## src/rtl/phy_pkg.sv

```systemverilog
// Shared types and defaults for the two-lane PHY receive path.
// Lane-alignment FSM encoding lives here so every stage agrees on it.
package phy_pkg;

  localparam int DEF_DATA_W   = 8;
  localparam int DEF_MAX_SKEW = 4;

  typedef enum logic [1:0] {
    ST_IDLE    = 2'd0,
    ST_MEASURE = 2'd1,
    ST_LOCKED  = 2'd2,
    ST_ERR     = 2'd3
  } state_t;

endpackage

```

## src/rtl/phy_rx_lane_deskew_ctrl_if.sv

```systemverilog
// Lane byte streams into and aligned streams out of the deskew controller.
// master = upstream converters / sink, slave = deskew controller.
interface phy_rx_lane_deskew_ctrl_if #(
  parameter int DATA_W = phy_pkg::DEF_DATA_W,
  parameter int SKEW_W = 3
) ();

  logic [DATA_W-1:0] data_in0;
  logic              valid_in0;
  logic              active_in0;
  logic [DATA_W-1:0] data_in1;
  logic              valid_in1;
  logic              active_in1;
  logic [DATA_W-1:0] data_out0;
  logic              valid_out0;
  logic [DATA_W-1:0] data_out1;
  logic              valid_out1;
  logic              aligned;
  logic [SKEW_W-1:0] skew;
  logic              lead_lane;
  logic              skew_err;

  modport master (
    output data_in0, valid_in0, active_in0,
    output data_in1, valid_in1, active_in1,
    input  data_out0, valid_out0,
    input  data_out1, valid_out1,
    input  aligned, skew, lead_lane, skew_err
  );

  modport slave (
    input  data_in0, valid_in0, active_in0,
    input  data_in1, valid_in1, active_in1,
    output data_out0, valid_out0,
    output data_out1, valid_out1,
    output aligned, skew, lead_lane, skew_err
  );

endinterface

```

## src/rtl/phy_rx_delay_line.sv

```systemverilog
// Free-running {valid, data} shift register with a runtime tap.
// Tap 0 is the live input; tap d is the input from d cycles ago.
module phy_rx_delay_line #(
  parameter int DATA_W = 8,
  parameter int DEPTH  = 4,
  parameter int TAP_W  = 3
) (
  input  logic              clk_4f,
  input  logic              reset,
  input  logic              in_valid,
  input  logic [DATA_W-1:0] in_data,
  input  logic [TAP_W-1:0]  tap,
  output logic              out_valid,
  output logic [DATA_W-1:0] out_data
);

  logic [DATA_W:0] sr_q [DEPTH];
  logic [DATA_W:0] sr_d [DEPTH];
  logic [DATA_W:0] sel;

  always_comb begin
    sr_d[0] = {in_valid, in_data};
    for (int i = 1; i < DEPTH; i++) begin
      sr_d[i] = sr_q[i-1];
    end
  end

  always_comb begin
    sel = {in_valid, in_data};
    for (int i = 1; i <= DEPTH; i++) begin
      if (tap == TAP_W'(i)) sel = sr_q[i-1];
    end
  end

  assign out_valid = sel[DATA_W];
  assign out_data  = sel[DATA_W-1:0];

  always_ff @(posedge clk_4f) begin
    for (int i = 0; i < DEPTH; i++) begin
      if (reset) sr_q[i] <= '0;
      else       sr_q[i] <= sr_d[i];
    end
  end

endmodule

```

## src/rtl/phy_rx_lane_deskew_ctrl.sv

```systemverilog
// Measures inter-lane skew at start of traffic, delays the leading
// lane to match and releases aligned byte pairs while locked.
module phy_rx_lane_deskew_ctrl
  import phy_pkg::*;
#(
  parameter int DATA_W   = DEF_DATA_W,
  parameter int MAX_SKEW = DEF_MAX_SKEW
) (
  input logic                       clk_4f,
  input logic                       reset,
  phy_rx_lane_deskew_ctrl_if.slave  bus
);

  localparam int SKEW_W = $clog2(MAX_SKEW + 1);

  state_t            state_q, state_d;
  logic [SKEW_W-1:0] cnt_q, cnt_d;
  logic [SKEW_W-1:0] skew_q, skew_d;
  logic              lead_q, lead_d;
  logic              vin0_q, vin0_d;
  logic              vin1_q, vin1_d;
  logic [DATA_W-1:0] dout0_q, dout0_d;
  logic [DATA_W-1:0] dout1_q, dout1_d;
  logic              vout0_q, vout0_d;
  logic              vout1_q, vout1_d;
  logic              aligned_q, aligned_d;
  logic              err_q, err_d;

  logic              rise0, rise1, both;
  logic [SKEW_W-1:0] sel0, sel1;
  logic              tap0_v, tap1_v;
  logic [DATA_W-1:0] tap0_d, tap1_d;
  logic              lock;

  always_comb begin
    vin0_d  = bus.valid_in0;
    vin1_d  = bus.valid_in1;
    rise0   = bus.valid_in0 & ~vin0_q;
    rise1   = bus.valid_in1 & ~vin1_q;
    both    = bus.active_in0 & bus.active_in1;
    state_d = state_q;
    cnt_d   = cnt_q;
    skew_d  = skew_q;
    lead_d  = lead_q;
    unique case (state_q)
      ST_IDLE: begin
        cnt_d  = '0;
        skew_d = '0;
        lead_d = 1'b0;
        if (both && rise0 && rise1) begin
          state_d = ST_LOCKED;
        end else if (both && (rise0 || rise1)) begin
          state_d = ST_MEASURE;
          cnt_d   = SKEW_W'(1);
          lead_d  = rise1;
        end
      end
      ST_MEASURE: begin
        // further rises on the leading lane are deliberately ignored
        if (!both) begin
          state_d = ST_IDLE;
          cnt_d   = '0;
          lead_d  = 1'b0;
        end else if (lead_q ? rise0 : rise1) begin
          state_d = ST_LOCKED;
          skew_d  = cnt_q;
        end else if (cnt_q == SKEW_W'(MAX_SKEW)) begin
          state_d = ST_ERR;
        end else begin
          cnt_d = cnt_q + SKEW_W'(1);
        end
      end
      ST_LOCKED: begin
        if (!both) begin
          state_d = ST_IDLE;
          skew_d  = '0;
          lead_d  = 1'b0;
        end
      end
      ST_ERR: begin
        if (!bus.active_in0 && !bus.active_in1) begin
          state_d = ST_IDLE;
          lead_d  = 1'b0;
        end
      end
      default: state_d = ST_IDLE;
    endcase
  end

  always_comb begin
    lock      = (state_d == ST_LOCKED);
    sel0      = lead_d ? '0 : skew_d;
    sel1      = lead_d ? skew_d : '0;
    vout0_d   = lock & tap0_v;
    vout1_d   = lock & tap1_v;
    dout0_d   = lock ? tap0_d : '0;
    dout1_d   = lock ? tap1_d : '0;
    aligned_d = lock;
    err_d     = (state_d == ST_ERR);
  end

  phy_rx_delay_line #(
    .DATA_W(DATA_W), .DEPTH(MAX_SKEW), .TAP_W(SKEW_W)
  ) u_dl0 (
    .clk_4f   (clk_4f),
    .reset    (reset),
    .in_valid (bus.valid_in0),
    .in_data  (bus.data_in0),
    .tap      (sel0),
    .out_valid(tap0_v),
    .out_data (tap0_d)
  );

  phy_rx_delay_line #(
    .DATA_W(DATA_W), .DEPTH(MAX_SKEW), .TAP_W(SKEW_W)
  ) u_dl1 (
    .clk_4f   (clk_4f),
    .reset    (reset),
    .in_valid (bus.valid_in1),
    .in_data  (bus.data_in1),
    .tap      (sel1),
    .out_valid(tap1_v),
    .out_data (tap1_d)
  );

  always_ff @(posedge clk_4f) begin
    if (reset) begin
      state_q   <= ST_IDLE;
      cnt_q     <= '0;
      skew_q    <= '0;
      lead_q    <= 1'b0;
      vin0_q    <= 1'b0;
      vin1_q    <= 1'b0;
      dout0_q   <= '0;
      dout1_q   <= '0;
      vout0_q   <= 1'b0;
      vout1_q   <= 1'b0;
      aligned_q <= 1'b0;
      err_q     <= 1'b0;
    end else begin
      state_q   <= state_d;
      cnt_q     <= cnt_d;
      skew_q    <= skew_d;
      lead_q    <= lead_d;
      vin0_q    <= vin0_d;
      vin1_q    <= vin1_d;
      dout0_q   <= dout0_d;
      dout1_q   <= dout1_d;
      vout0_q   <= vout0_d;
      vout1_q   <= vout1_d;
      aligned_q <= aligned_d;
      err_q     <= err_d;
    end
  end

  assign bus.data_out0  = dout0_q;
  assign bus.valid_out0 = vout0_q;
  assign bus.data_out1  = dout1_q;
  assign bus.valid_out1 = vout1_q;
  assign bus.aligned    = aligned_q;
  assign bus.skew       = skew_q;
  assign bus.lead_lane  = lead_q;
  assign bus.skew_err   = err_q;

endmodule

```

## src/flat_wrapper.sv

```systemverilog
// flat-port wrapper written by rule: the top's interface ports become plain ports
module phy_rx_lane_deskew_ctrl_flat import phy_pkg::*;
#(
  parameter int DATA_W   = DEF_DATA_W,
  parameter int MAX_SKEW = DEF_MAX_SKEW
)
  (clk_4f, reset, bus_data_in0, bus_valid_in0, bus_active_in0, bus_data_in1, bus_valid_in1, bus_active_in1, bus_data_out0, bus_valid_out0, bus_data_out1, bus_valid_out1, bus_aligned, bus_skew, bus_lead_lane, bus_skew_err);
  phy_rx_lane_deskew_ctrl_if #(.DATA_W(DATA_W), .SKEW_W(($clog2((4) + 1)))) bus_i ();
  input logic clk_4f;
  input logic reset;
  input wire logic [$bits(bus_i.data_in0)-1:0] bus_data_in0;
  input wire logic [$bits(bus_i.valid_in0)-1:0] bus_valid_in0;
  input wire logic [$bits(bus_i.active_in0)-1:0] bus_active_in0;
  input wire logic [$bits(bus_i.data_in1)-1:0] bus_data_in1;
  input wire logic [$bits(bus_i.valid_in1)-1:0] bus_valid_in1;
  input wire logic [$bits(bus_i.active_in1)-1:0] bus_active_in1;
  output wire logic [$bits(bus_i.data_out0)-1:0] bus_data_out0;
  output wire logic [$bits(bus_i.valid_out0)-1:0] bus_valid_out0;
  output wire logic [$bits(bus_i.data_out1)-1:0] bus_data_out1;
  output wire logic [$bits(bus_i.valid_out1)-1:0] bus_valid_out1;
  output wire logic [$bits(bus_i.aligned)-1:0] bus_aligned;
  output wire logic [$bits(bus_i.skew)-1:0] bus_skew;
  output wire logic [$bits(bus_i.lead_lane)-1:0] bus_lead_lane;
  output wire logic [$bits(bus_i.skew_err)-1:0] bus_skew_err;
  assign bus_i.data_in0 = bus_data_in0;
  assign bus_i.valid_in0 = bus_valid_in0;
  assign bus_i.active_in0 = bus_active_in0;
  assign bus_i.data_in1 = bus_data_in1;
  assign bus_i.valid_in1 = bus_valid_in1;
  assign bus_i.active_in1 = bus_active_in1;
  assign bus_data_out0 = bus_i.data_out0;
  assign bus_valid_out0 = bus_i.valid_out0;
  assign bus_data_out1 = bus_i.data_out1;
  assign bus_valid_out1 = bus_i.valid_out1;
  assign bus_aligned = bus_i.aligned;
  assign bus_skew = bus_i.skew;
  assign bus_lead_lane = bus_i.lead_lane;
  assign bus_skew_err = bus_i.skew_err;
  phy_rx_lane_deskew_ctrl #(.DATA_W(DATA_W), .MAX_SKEW(MAX_SKEW)) u_core (.clk_4f(clk_4f), .reset(reset), .bus(bus_i));
endmodule
```

## config.mk

```make
export PLATFORM = sky130hd
export DESIGN_NAME = phy_rx_lane_deskew_ctrl_flat
export DESIGN_NICKNAME = d
export VERILOG_FILES = /design/src/rtl/phy_pkg.sv /design/src/rtl/phy_rx_lane_deskew_ctrl_if.sv /design/src/rtl/phy_rx_delay_line.sv /design/src/rtl/phy_rx_lane_deskew_ctrl.sv /design/src/flat_wrapper.sv
export SDC_FILE = /design/constraint.sdc
export NUM_CORES = 1
export LEC_CHECK = 0
export ABC_CLOCK_PERIOD_IN_PS = 2600
export CAP_MARGIN = 20
export CORE_MARGIN = 5
export CORE_UTILIZATION = 50
export DETAILED_ROUTE_END_ITERATION = 8
export HOLD_SLACK_MARGIN = 0.08
export PLACE_DENSITY = 0.75
export SYNTH_ARGS = -nofsm -noshare
export SYNTH_HDL_FRONTEND = slang
export SYNTH_SLANG_ARGS = --single-unit
```

## constraint.sdc

```tcl
create_clock -name clk_4f -period 2.6 [get_ports clk_4f]
set_input_delay 0.39 -clock clk_4f [delete_from_list [all_inputs] [get_ports clk_4f]]
set_output_delay 0.39 -clock clk_4f [all_outputs]
set_load 0.01 [all_outputs]
```

== After elaboration in Yosys (flattened, before gate mapping) ==
Memory sizes are Yosys's and may differ from the RTL's.
Index checks and enable logic that the tools add are counted.

* $add $sub $neg: 1
* Equal/unequal tests: 16
* Muxes and demuxes: 45
* Bitwise gates (word level): 16
* Reductions and logical operators: 12

{| class="wikitable"
|+ Operators with widths
! operator !! count
|-
| 9-bit two-way mux || 16
|-
| 3-bit two-way mux || 9
|-
| 2-bit two-way mux || 7
|-
| 3-bit by 2-bit equality test with 1-bit output, second input constant || 4
|-
| 3-bit equality test, second input constant || 3
|-
| 1-bit two-way mux || 9
|-
| 3-bit case mux with 3 select lines || 1
|-
| 2-bit equality test, second input constant || 4
|-
| 1-bit bitwise OR || 8
|-
| 2-bit case mux with 4 select lines || 1
|-
| 3-bit by 1-bit equality test with 1-bit output, second input constant || 2
|-
| 3-bit != test, second input constant || 2
|-
| 3-bit case mux with 2 select lines || 1
|-
| 1-bit bitwise AND || 5
|-
| 1-bit logical AND || 4
|-
| 2-bit OR reduction || 2
|-
| 3-bit by 1-bit adder with 3-bit output, second input constant || 1
|-
| 1-bit inverter || 3
|-
| 1-bit case mux with 3 select lines || 1
|-
| 3-bit AND reduction || 1
|-
| 2-bit by 1-bit equality test with 1-bit output, second input constant || 1
|-
| 1-bit logical NOT || 2
|-
| 2-bit logical NOT || 1
|-
| 2-bit nonzero test || 1
|-
| 1-bit logical OR || 1
|}

* Register bits after elaboration: 31
* RAM bits: 72
* Input port bits: 22
* Output and inout bits: 24
* Word-level logic and storage cells: 104
* Memories: 2

{| class="wikitable"
|+ Memories
! name !! depth !! bits a word !! rd ports !! clocked after Yosys merged registers in !! wr ports !! RTL line !! RTL
|-
| u_core.u_dl0.sr_q || 4 || 9 || 4 || 0 || 4 || phy_rx_delay_line.sv:17 || <nowiki>logic [DATA_W:0] sr_q [DEPTH];</nowiki>
|-
| u_core.u_dl1.sr_q || 4 || 9 || 4 || 0 || 4 || phy_rx_delay_line.sv:17 ||
|}

== Longest topological paths before layout ==
Gate-level depths: netlist of the first run.

* Depth in word-level cells: 14
* Gate-level depth with buffers: 11
* Depth with buffers taken out: 8

== Modules after synthesis ==
Synthesis of the first run repeated with hierarchy kept, for this count alone.

* Cells, all modules: 456
* Area, all modules: 4,466.8 µm²

{| class="wikitable"
|+ Modules (own cells, without submodules)
! module !! instances !! cells an instance !! area an instance (µm²) !! seq. area each (µm²)
|-
| phy_rx_delay_line || 2 || 149 || 1,476.4 || 720.7
|-
| phy_rx_lane_deskew_ctrl || 1 || 158 || 1,514.0 || 620.6
|}

== Worst setup path before layout of the first run ==
No wires, ideal clock.

* Path kind: register to register
* From: reg u_core.state_q[1]
* To: reg u_core.dout1_q[0], in the netlist u_core.bus.data_out1[0]
* Setup time: 0.173 ns
* Data arrival time: 2.566 ns
* Data required time: 2.427 ns
* Path slack: -0.139 ns
* Cell stages (with the launch flop): 10
* Buffers on the path: 1
* Period minus slack after synthesis: 2.739 ns
* Cells stage by stage: dfxtp_1 -> inv_1 -> ha_1 -> nand3_1 -> a211oi_1 -> a32oi_4 -> a211o_1 -> clkbuf_1 -> a222oi_1 -> a221oi_1

* Word-level cells in the longest chain between the ends: 9
* Elaborated cells on any way between the ends: 27
* Classes of those cells: eq/ne (8); mux (15); bitwise (1); reduce/logical (3)

{| class="wikitable"
|+ Ends and longest elaborated chain
! item !! RTL line !! RTL
|-
| from (decl) || phy_rx_lane_deskew_ctrl.sv:16 || <nowiki>state_t state_q, state_d;</nowiki>
|-
| from (signal assigned) || phy_rx_lane_deskew_ctrl.sv:141 || <nowiki>state_q <= state_d;</nowiki>
|-
| 2-bit by 1-bit equality test with 1-bit output or 2-bit equality test (tied branches) || phy_rx_lane_deskew_ctrl.sv:45 || <nowiki>unique case (state_q)</nowiki>
|-
| 2-bit OR reduction (no line) || n/a ||
|-
| 1-bit case mux with 3 select lines || phy_rx_lane_deskew_ctrl.sv:45 ||
|-
| 3-bit two-way mux || phy_rx_lane_deskew_ctrl.sv:93 || <nowiki>sel1 = lead_d ? skew_d : '0;</nowiki>
|-
| 3-bit by 1-bit equality test with 1-bit output || phy_rx_delay_line.sv:31 || <nowiki>if (tap == TAP_W'(i)) sel = sr_q[i-1];</nowiki>
|-
| 9-bit two-way mux (4 in a row) || phy_rx_delay_line.sv:31 ||
|-
| to (signal assigned) || phy_rx_lane_deskew_ctrl.sv:148 || <nowiki>dout1_q <= dout1_d;</nowiki>
|-
| to (decl) || phy_rx_lane_deskew_ctrl.sv:23 || <nowiki>logic [DATA_W-1:0] dout1_q, dout1_d;</nowiki>
|}

Several ways; a longest one is shown, not always the timed one.
A chain may end at the register's enable or synchronous reset.

==> qor.csv, run 1 <==
stage,metric,value,unit
outcome,status,finished clean,
clocking,latest clock arrival within the worst-skew pair,0.36,ns
routing,via/cell ratio,5.463,
global_routing,vias in the first global route,3238,
synthesis,Synth Net Count,434,
critical_path,Worst setup EP type,flip-flop,
critical_path,"Data arrival, critical path",2.83,ns
placed_design,Placed Cells,579,
sta,skew final,0.01113,ns
power,leakage power,1.926,nW
synthesis,Main synth FF type,dfxtp_1,
synthesis,synthesized instance count,405,
critical_path,Setup crit start kind,flip-flop,
critical_path,CP bufs+invs,4,
floorplan,Initial Util,50.90,%
sta,setup violators final,0,
floorplan,I/O pins,46,
global_routing,initial antenna violation count,0,
clocking,CTS max path bufs,2,
critical_path,crit path max fanout,5,
clocking,CTS tree,built,
finish,Inserted Diodes,0,
global_routing,gr usage total,19.86,%
finish,share of cells above drive strength 1,20.64,%
synthesis,"FF+latch count, synth",101,
sta,Max transition margin,50.23,%
critical_path,"most used cell, CP",buf_6,
critical_path,Setup CP Type,flip-flop to flip-flop,
power,pwr dens,611.8,nW/µm²
global_routing,global-route met1 utilization,26.37,%
hold_path,hold crit path type,flip-flop to flip-flop,
synthesis,Synth warnings,0,
global_routing,GRT met2 Usage,31.67,%
sta,fmax,384.6,MHz
placed_design,Placer Congestion,0.8759,
sta,Fin Hold WS,0.4453,ns
routing,DRT Wirelength,9.668,mm
synthesis,Post-Syn Area,3913,µm²
synthesis,Yosys cell types,44,
flow_run,Max-cap violations,0,
sta,"Slew Viols, Final",0,
critical_path,CP max stage cell,or3b_4,
synthesis,ys async rst share,0,%
placed_design,DP HPWL,6.479,mm
finish,most frequent cells in the layout,"dfxtp_1 (98), nor2b_1 (59), buf_4 (49), clkdlybuf4s50_1 (43), nor2_1 (34)",
sta,min cycle time layout,2.600,ns
synthesis,"area leader, netlist",dfxtp_1,
finish,Finished Layout Cells,601,
sta,final hold viol count,0,
finish,Final nets,523,
finish,"commonest non-fill, non-tap cell in the layout",dfxtp_1,
routing,WL/cell,16.09,µm
synthesis,Syn Area/Cell,9.660,µm²
critical_path,Crit path max-delay family,compound AO/OA/AOI/OAI gates,
finish,Layout fillers,614,
clocking,"Reg clk slew, reported paths",0.10,ns
floorplan,Die Y,98.46,µm
power,Worst VDD drop,0.4229,mV
placed_design,# port buffers,45,
synthesis,leading post-synthesis cells by cell area,"dfxtp_1 (52%), nor2b_1 (9.4%), nor2_1 (3.3%)",
sta,RSZ-0062 raised after global routing,true,
critical_path,CP peak stage delay,0.42,ns
synthesis,post-synthesis sequential area ratio,51.68,%
clocking,H-tree depth,3,
global_routing,grt ovf,0,
global_routing,GRT met3 Usage,4.246,%
synthesis,Post-synth EDFFs,0,
critical_path,crit path cell chain,or3b_4 > a2111o_1 > buf_6 > a32oi_4 > buf_6 > buf_6 > nor4b_4 > buf_4 > a222oi_1 > a221oi_1,
sta,final worst-path cycle share,99.99,%
synthesis,post-synth top area share,51.68,%
floorplan,Placement Rows,32,
global_routing,layer with the highest usage,met2,
clocking,clock sink count,101,
routing,Initial DRC Count,242,
routing,ANT nets after route,0,
floorplan,Chip Width,98.46,µm
global_routing,largest net degree at the start of global routing,43,
routing,detailed-route via count,3283,
routing,Remaining DRCs,0,
sta,Worst-Margin Slew,0.7466,ns
floorplan,Core Area,7687,µm²
clocking,Root Buffer,clkbuf_8,
floorplan,die area,9694,µm²
global_routing,wire length of the first global-routing pass,15.73,mm
finish,Layout area overhead,32.72,%
critical_path,"Data required, critical path",2.83,ns
routing,Pre-antenna DRT Iters,6,
clocking,total CTS buffers,9,
cells in the mapped netlist, types with 4 or more instances:
library cell / instances
dfxtp_1: 101
nor2b_1: 59
nor2_1: 34
inv_1: 31
o21ai_0: 20
clkbuf_1: 19
nor4_1: 18
nand2_1: 17
a311oi_1: 12
a22oi_1: 11
a21oi_1: 7
a221oi_1: 7
a222oi_1: 7
ha_1: 7
buf_2: 5
nand3_1: 5
a31oi_1: 4
nor3_1: 4
nor4b_4: 4
per-layer routing:
metal | vias to the layer above | routed length (µm)
li1 | 1603 | -
met1 | 1578 | 4474
met2 | 84 | 4633
met3 | 18 | 354
met4 | 0 | 206
met5 | - | 0
per-stage QoR:
step | util, % | area [µm²] | setup slack [ns] | power (mW) | setup TNS [ns]
after CTS | 66.36 | 5101 | -0.02526 | 3.193 | -0.02526
after global placement | 62.32 | 4791 | -0.5109 | 2.071 | -8.179
after global routing | 67.55 | 5192 | -0.07864 | 3.304 | -0.4409
after detailed placement | 62.32 | 4791 | -0.5709 | 2.082 | -8.800
after floorplan | - | 3919 | -0.01517 | 1.876 | -0.1062
final | 67.55 | 5192 | 0.0001432 | 3.177 | 0
registers in the layout (all words and copies together), names as in the netlist:
name and count:
u_core.bus.aligned 1, u_core.bus.data_out0 8, u_core.bus.data_out1 8, u_core.bus.lead_lane 1
u_core.bus.skew 3, u_core.bus.skew_err 1, u_core.bus.valid_out0 1, u_core.bus.valid_out1 1
u_core.cnt_q 3, u_core.state_q 2, u_core.u_dl0.sr_q 36, u_core.u_dl1.sr_q 36
logic make-up after synthesis:
family | count (synthesis) | synth area share (%)
XOR/XNOR | 1 | 0.2239
flip-flops | 101 | 51.68
AO/OA/AOI/OAI | 87 | 17.17
AND/OR/NAND/NOR | 153 | 22.96
adder cells (fa/ha/maj) | 7 | 2.238
buffers and inverters | 56 | 5.724
area by class of cell:
cell class                 instances  area (µm²)  area share (%)
clock buffer                       9       123.9           2.386
multi-input combinational        248        1770           34.10
clock inverter                     7       106.4           2.048
inverter                          31       116.4           2.241
tap                              102       127.6           2.458
sequential                       101        2026           39.01
timing repair buffer             103       922.1           17.76
power by group:
| group | switching, mW | internal [mW] |
|---|---|---|
| registers | 0.0357 | 1.63 |
| logic | 0.195 | 0.205 |
| clock network | 0.559 | 0.557 |
| total | 0.789 | 2.39 |
path summary, 6_finish.rpt:
path / start / end / slack, ns / cells after the start
hold reg to reg: u_core.u_dl0.sr_q[1][8]$_SDFF_PP0_ / u_core.u_dl0.sr_q[1][17]$_SDFF_PP0_ / 0.45 / 2
setup / recovery: u_core.u_dl1.sr_q[0][8]$_SDFF_PP0_ / u_core.bus.data_out1[2]$_SDFF_PP0_ / 0.0001 / 10
setup reg to reg: u_core.u_dl1.sr_q[0][8]$_SDFF_PP0_ / u_core.bus.data_out1[2]$_SDFF_PP0_ / 0.0001 / 10
hold / removal: u_core.u_dl0.sr_q[1][8]$_SDFF_PP0_ / u_core.u_dl0.sr_q[1][17]$_SDFF_PP0_ / 0.45 / 2
worst min-delay path: cells and delay by family, from the launching register on:
family,cells,cell delay [ns]
DFF,1,0.31
buffers and inverters,1,0.06
and+or+nand+nor,1,0.04
what timing repair did:
action	CTS	global route
buffers inserted	5	1
hold buffers	0	0
cloned	0	1
pin swaps	9	11
endpoints found under the setup margin	18	18
resized for setup	16	19
No activity file was read; power rests on OpenSTA's default activity.
==> run 2, diff against run 1 <==
Settings changed: CTS_BUF_LIST from default to sky130_fd_sc_hd__clkbuf_8.
==> results of run 2 <==
Final layout, timing and power as in run 1 (identical DEF).
==> run 3, diff against run 2 <==
Settings changed: SETUP_SLACK_MARGIN from default to 0.3.
==> run 3 against run 2 <==
Net effect:
- the run now ends with setup timing left
- highest routed layer unchanged
- critical path depth is the same
- sequential share of layout area shrank 1.1 points
- final area grew 3.0%
==> qor.csv, run 3 (synthesis gave the netlist of run 1 again) <==
stage,metric,value,unit,change
placed_design,Post-DP Area,4823,µm²,was 4791 µm²
critical_path,"Data arrival, critical path",2.89,ns,was 2.83 ns
routing,Initial DRC Count,202,,was 242
power,pwr dens,578.7,nW/µm²,was 611.8 nW/µm²
floorplan,Chip Width,98.46,µm,unchanged
clocking,clock sink count,101,,unchanged
finish,"commonest non-fill, non-tap cell in the layout",dfxtp_1,,unchanged
sta,setup violators final,1,,was 0
clocking,Root Buffer,clkbuf_8,,unchanged
outcome,status,finished with violations,,was finished clean
floorplan,die area,9694,µm²,unchanged
routing,Pre-antenna DRT Iters,4,,was 6
floorplan,Die Y,98.46,µm,unchanged
finish,design area,5346,µm²,was 5192 µm²
critical_path,crit path max fanout,7,,was 5
floorplan,I/O pins,46,,unchanged
finish,share of cells above drive strength 1,24.70,%,was 20.64%
routing,ANT nets after route,0,,unchanged
finish,Final nets,530,,was 523
critical_path,Setup CP Type,flip-flop to flip-flop,,unchanged
sta,final hold viol count,0,,unchanged
sta,fmax,383.8,MHz,was 384.6 MHz
clocking,CTS max path bufs,2,,unchanged
finish,Layout area overhead,36.65,%,was 32.72%
routing,detailed-route via count,3356,,"was 3,283"
sta,"Slew Viols, Final",0,,unchanged
routing,WL/cell,16.43,µm,was 16.09 µm
sta,min cycle time layout,2.606,ns,was 2.600 ns
placed_design,Placed Cells,578,,was 579
clocking,latest clock arrival within the worst-skew pair,0.37,ns,was 0.36 ns
global_routing,gr usage total,20.32,%,was 19.86%
finish,top flop regs,"u_core.u_dl0.sr_q: 36 flops, u_core.u_dl1.sr_q: 36 flops",,unchanged
sta,TNS Setup,-0.005697,ns,was 0 ns
finish,Inserted Diodes,0,,unchanged
sta,RSZ-0062 raised after global routing,true,,unchanged
routing,Remaining DRCs,0,,unchanged
routing,via/cell ratio,5.520,,was 5.463
sta,final setup margin,-0.005697,ns,was 0.0001432 ns
flow_run,Max-cap violations,0,,unchanged
critical_path,Setup crit start kind,flip-flop,,unchanged
finish,"Core Util, Final",69.55,%,was 67.55%
power,leakage power,1.986,nW,was 1.926 nW
critical_path,Worst setup EP type,flip-flop,,unchanged
clocking,H-tree depth,3,,unchanged
sta,Max transition margin,49.29,%,was 50.23%
placed_design,DP HPWL,6.350,mm,was 6.479 mm
floorplan,Core Area,7687,µm²,unchanged
finish,most frequent cells in the layout,"dfxtp_1 (98), nor2b_1 (59), buf_4 (51), clkdlybuf4s50_1 (43), nor2_1 (33)",,"was dfxtp_1 (98), nor2b_1 (59), buf_4 (49), clkdlybuf4s50_1 (43), nor2_1 (34)"
critical_path,Crit Reg-Reg Startpoint,u_core.u_dl1.sr_q[0][8]$_SDFF_PP0_,,unchanged
global_routing,vias in the first global route,3360,,"was 3,238"
placed_design,Place WS,-0.5363,ns,was -0.5709 ns
power,Worst VDD drop,0.3250,mV,was 0.4229 mV
finish,Finished Layout Cells,608,,was 601
floorplan,Placement Rows,32,,unchanged
routing,DRT Wirelength,9.991,mm,was 9.668 mm
clocking,"Reg clk slew, reported paths",0.10,ns,about the same
hold_path,hold crit path type,primary input to flip-flop,,was flip-flop to flip-flop
floorplan,Initial Util,50.90,%,unchanged
global_routing,initial antenna violation count,0,,unchanged
critical_path,"Data required, critical path",2.88,ns,was 2.83 ns
clocking,total CTS buffers,9,,unchanged
sta,final worst-path cycle share,100.2,%,was 99.99%
clocking,CTS tree,built,,unchanged
sta,Fin Hold WS,0.3069,ns,was 0.4453 ns
global_routing,largest net degree at the start of global routing,77,,was 43
finish,Layout fillers,567,,was 614
placed_design,# port buffers,45,,unchanged
global_routing,grt ovf,0,,unchanged
clocking,Hold Buf Count CTS,0,,unchanged
outcome,violated checks,setup timing,,
power,"Power, Total",3.094,mW,was 3.177 mW
sta,Worst-Margin Slew,0.7607,ns,was 0.7466 ns
critical_path,Worst Setup SP,u_core.u_dl1.sr_q[0][8]$_SDFF_PP0_,,unchanged
sta,skew final,0.01139,ns,was 0.01113 ns
global_routing,wire length of the first global-routing pass,15.98,mm,was 15.73 mm
hold_path,Hold Startpoint,reset,,was u_core.u_dl0.sr_q[1][8]$_SDFF_PP0_
placed_design,Placer Congestion,0.8662,,was 0.8759
## run 3: cell types whose count changed in the layout (fill, tap and decap cells not counted), moves of 2 or more
cell and change:
a311oi_1 -3, a22oi_2 +5, a22oi_1 -5, buf_4 +2, nor4_1 +2, nand2_2 +7, o21ai_0 +2, buf_12 +3
a311oi_2 +3, nand2_1 -7
## run 3: path summary, 6_finish.rpt
path                                                             to  slack [ns]  depth (start not counted)
worst max register to register   u_core.bus.data_out0[4]$_SDFF_PP0_      -0.006                         10
worst max-delay path             u_core.bus.data_out0[4]$_SDFF_PP0_      -0.006                         10
worst min register to register  u_core.u_dl0.sr_q[1][11]$_SDFF_PP0_        0.44                          2
worst min-delay path                   u_core.cnt_q[2]$_SDFFE_PP0P_        0.31                          2
## run 3: worst max-delay path: stages (launching register included)
cell and delay (ns):
dfxtp_2 0.33, or3b_4 0.40, a2111o_1 0.41, buf_6 0.14
a32oi_4 0.25, buf_12 0.15, buf_6 0.09, nor4b_4 0.26
buf_4 0.21, nand2_2 0.06, a311oi_2 0.23
## run 3: routing by layer
| metal | track usage (%) | vias to the layer above | share of wire, % | wire length (µm) |
|---|---|---|---|---|
| li1 | - | 1629 | - | - |
| met1 | 25.01 | 1634 | 44 | 4350 |
| met2 | 35.10 | 71 | 51 | 5085 |
| met3 | 4.105 | 22 | 3.2 | 323 |
| met4 | 7.563 | 0 | 2.3 | 231 |
| met5 | 0 | - | 0 | 0 |
## run 3: layout make-up
type | instances | area [µm²] | area share [%]
Timing Repair Buffer | 110 | 1036 | 19.38
Multi-Input combinational cell | 248 | 1829 | 34.21
Tap cell | 102 | 127.6 | 2.387
Inverter | 31 | 116.4 | 2.176
Clock inverter | 6 | 71.32 | 1.334
Sequential cell | 101 | 2028 | 37.94
Clock buffer | 10 | 137.6 | 2.574
## run 3: where the power goes
group / internal (mW) / switching [mW] / leakage, nW
logic: 0.214 / 0.204 / 1.05
clock network: 0.479 / 0.536 / 0.104
registers: 1.62 / 0.0361 / 0.827
total: 2.32 / 0.776 / 1.99
## run 3: repair_timing
item | in CTS | in global routing
setup endpoints to repair | 18 | 19
cloned | 1 | 1
setup buffers | 8 | 4
gates resized for setup | 16 | 33
pin swaps | 9 | 25
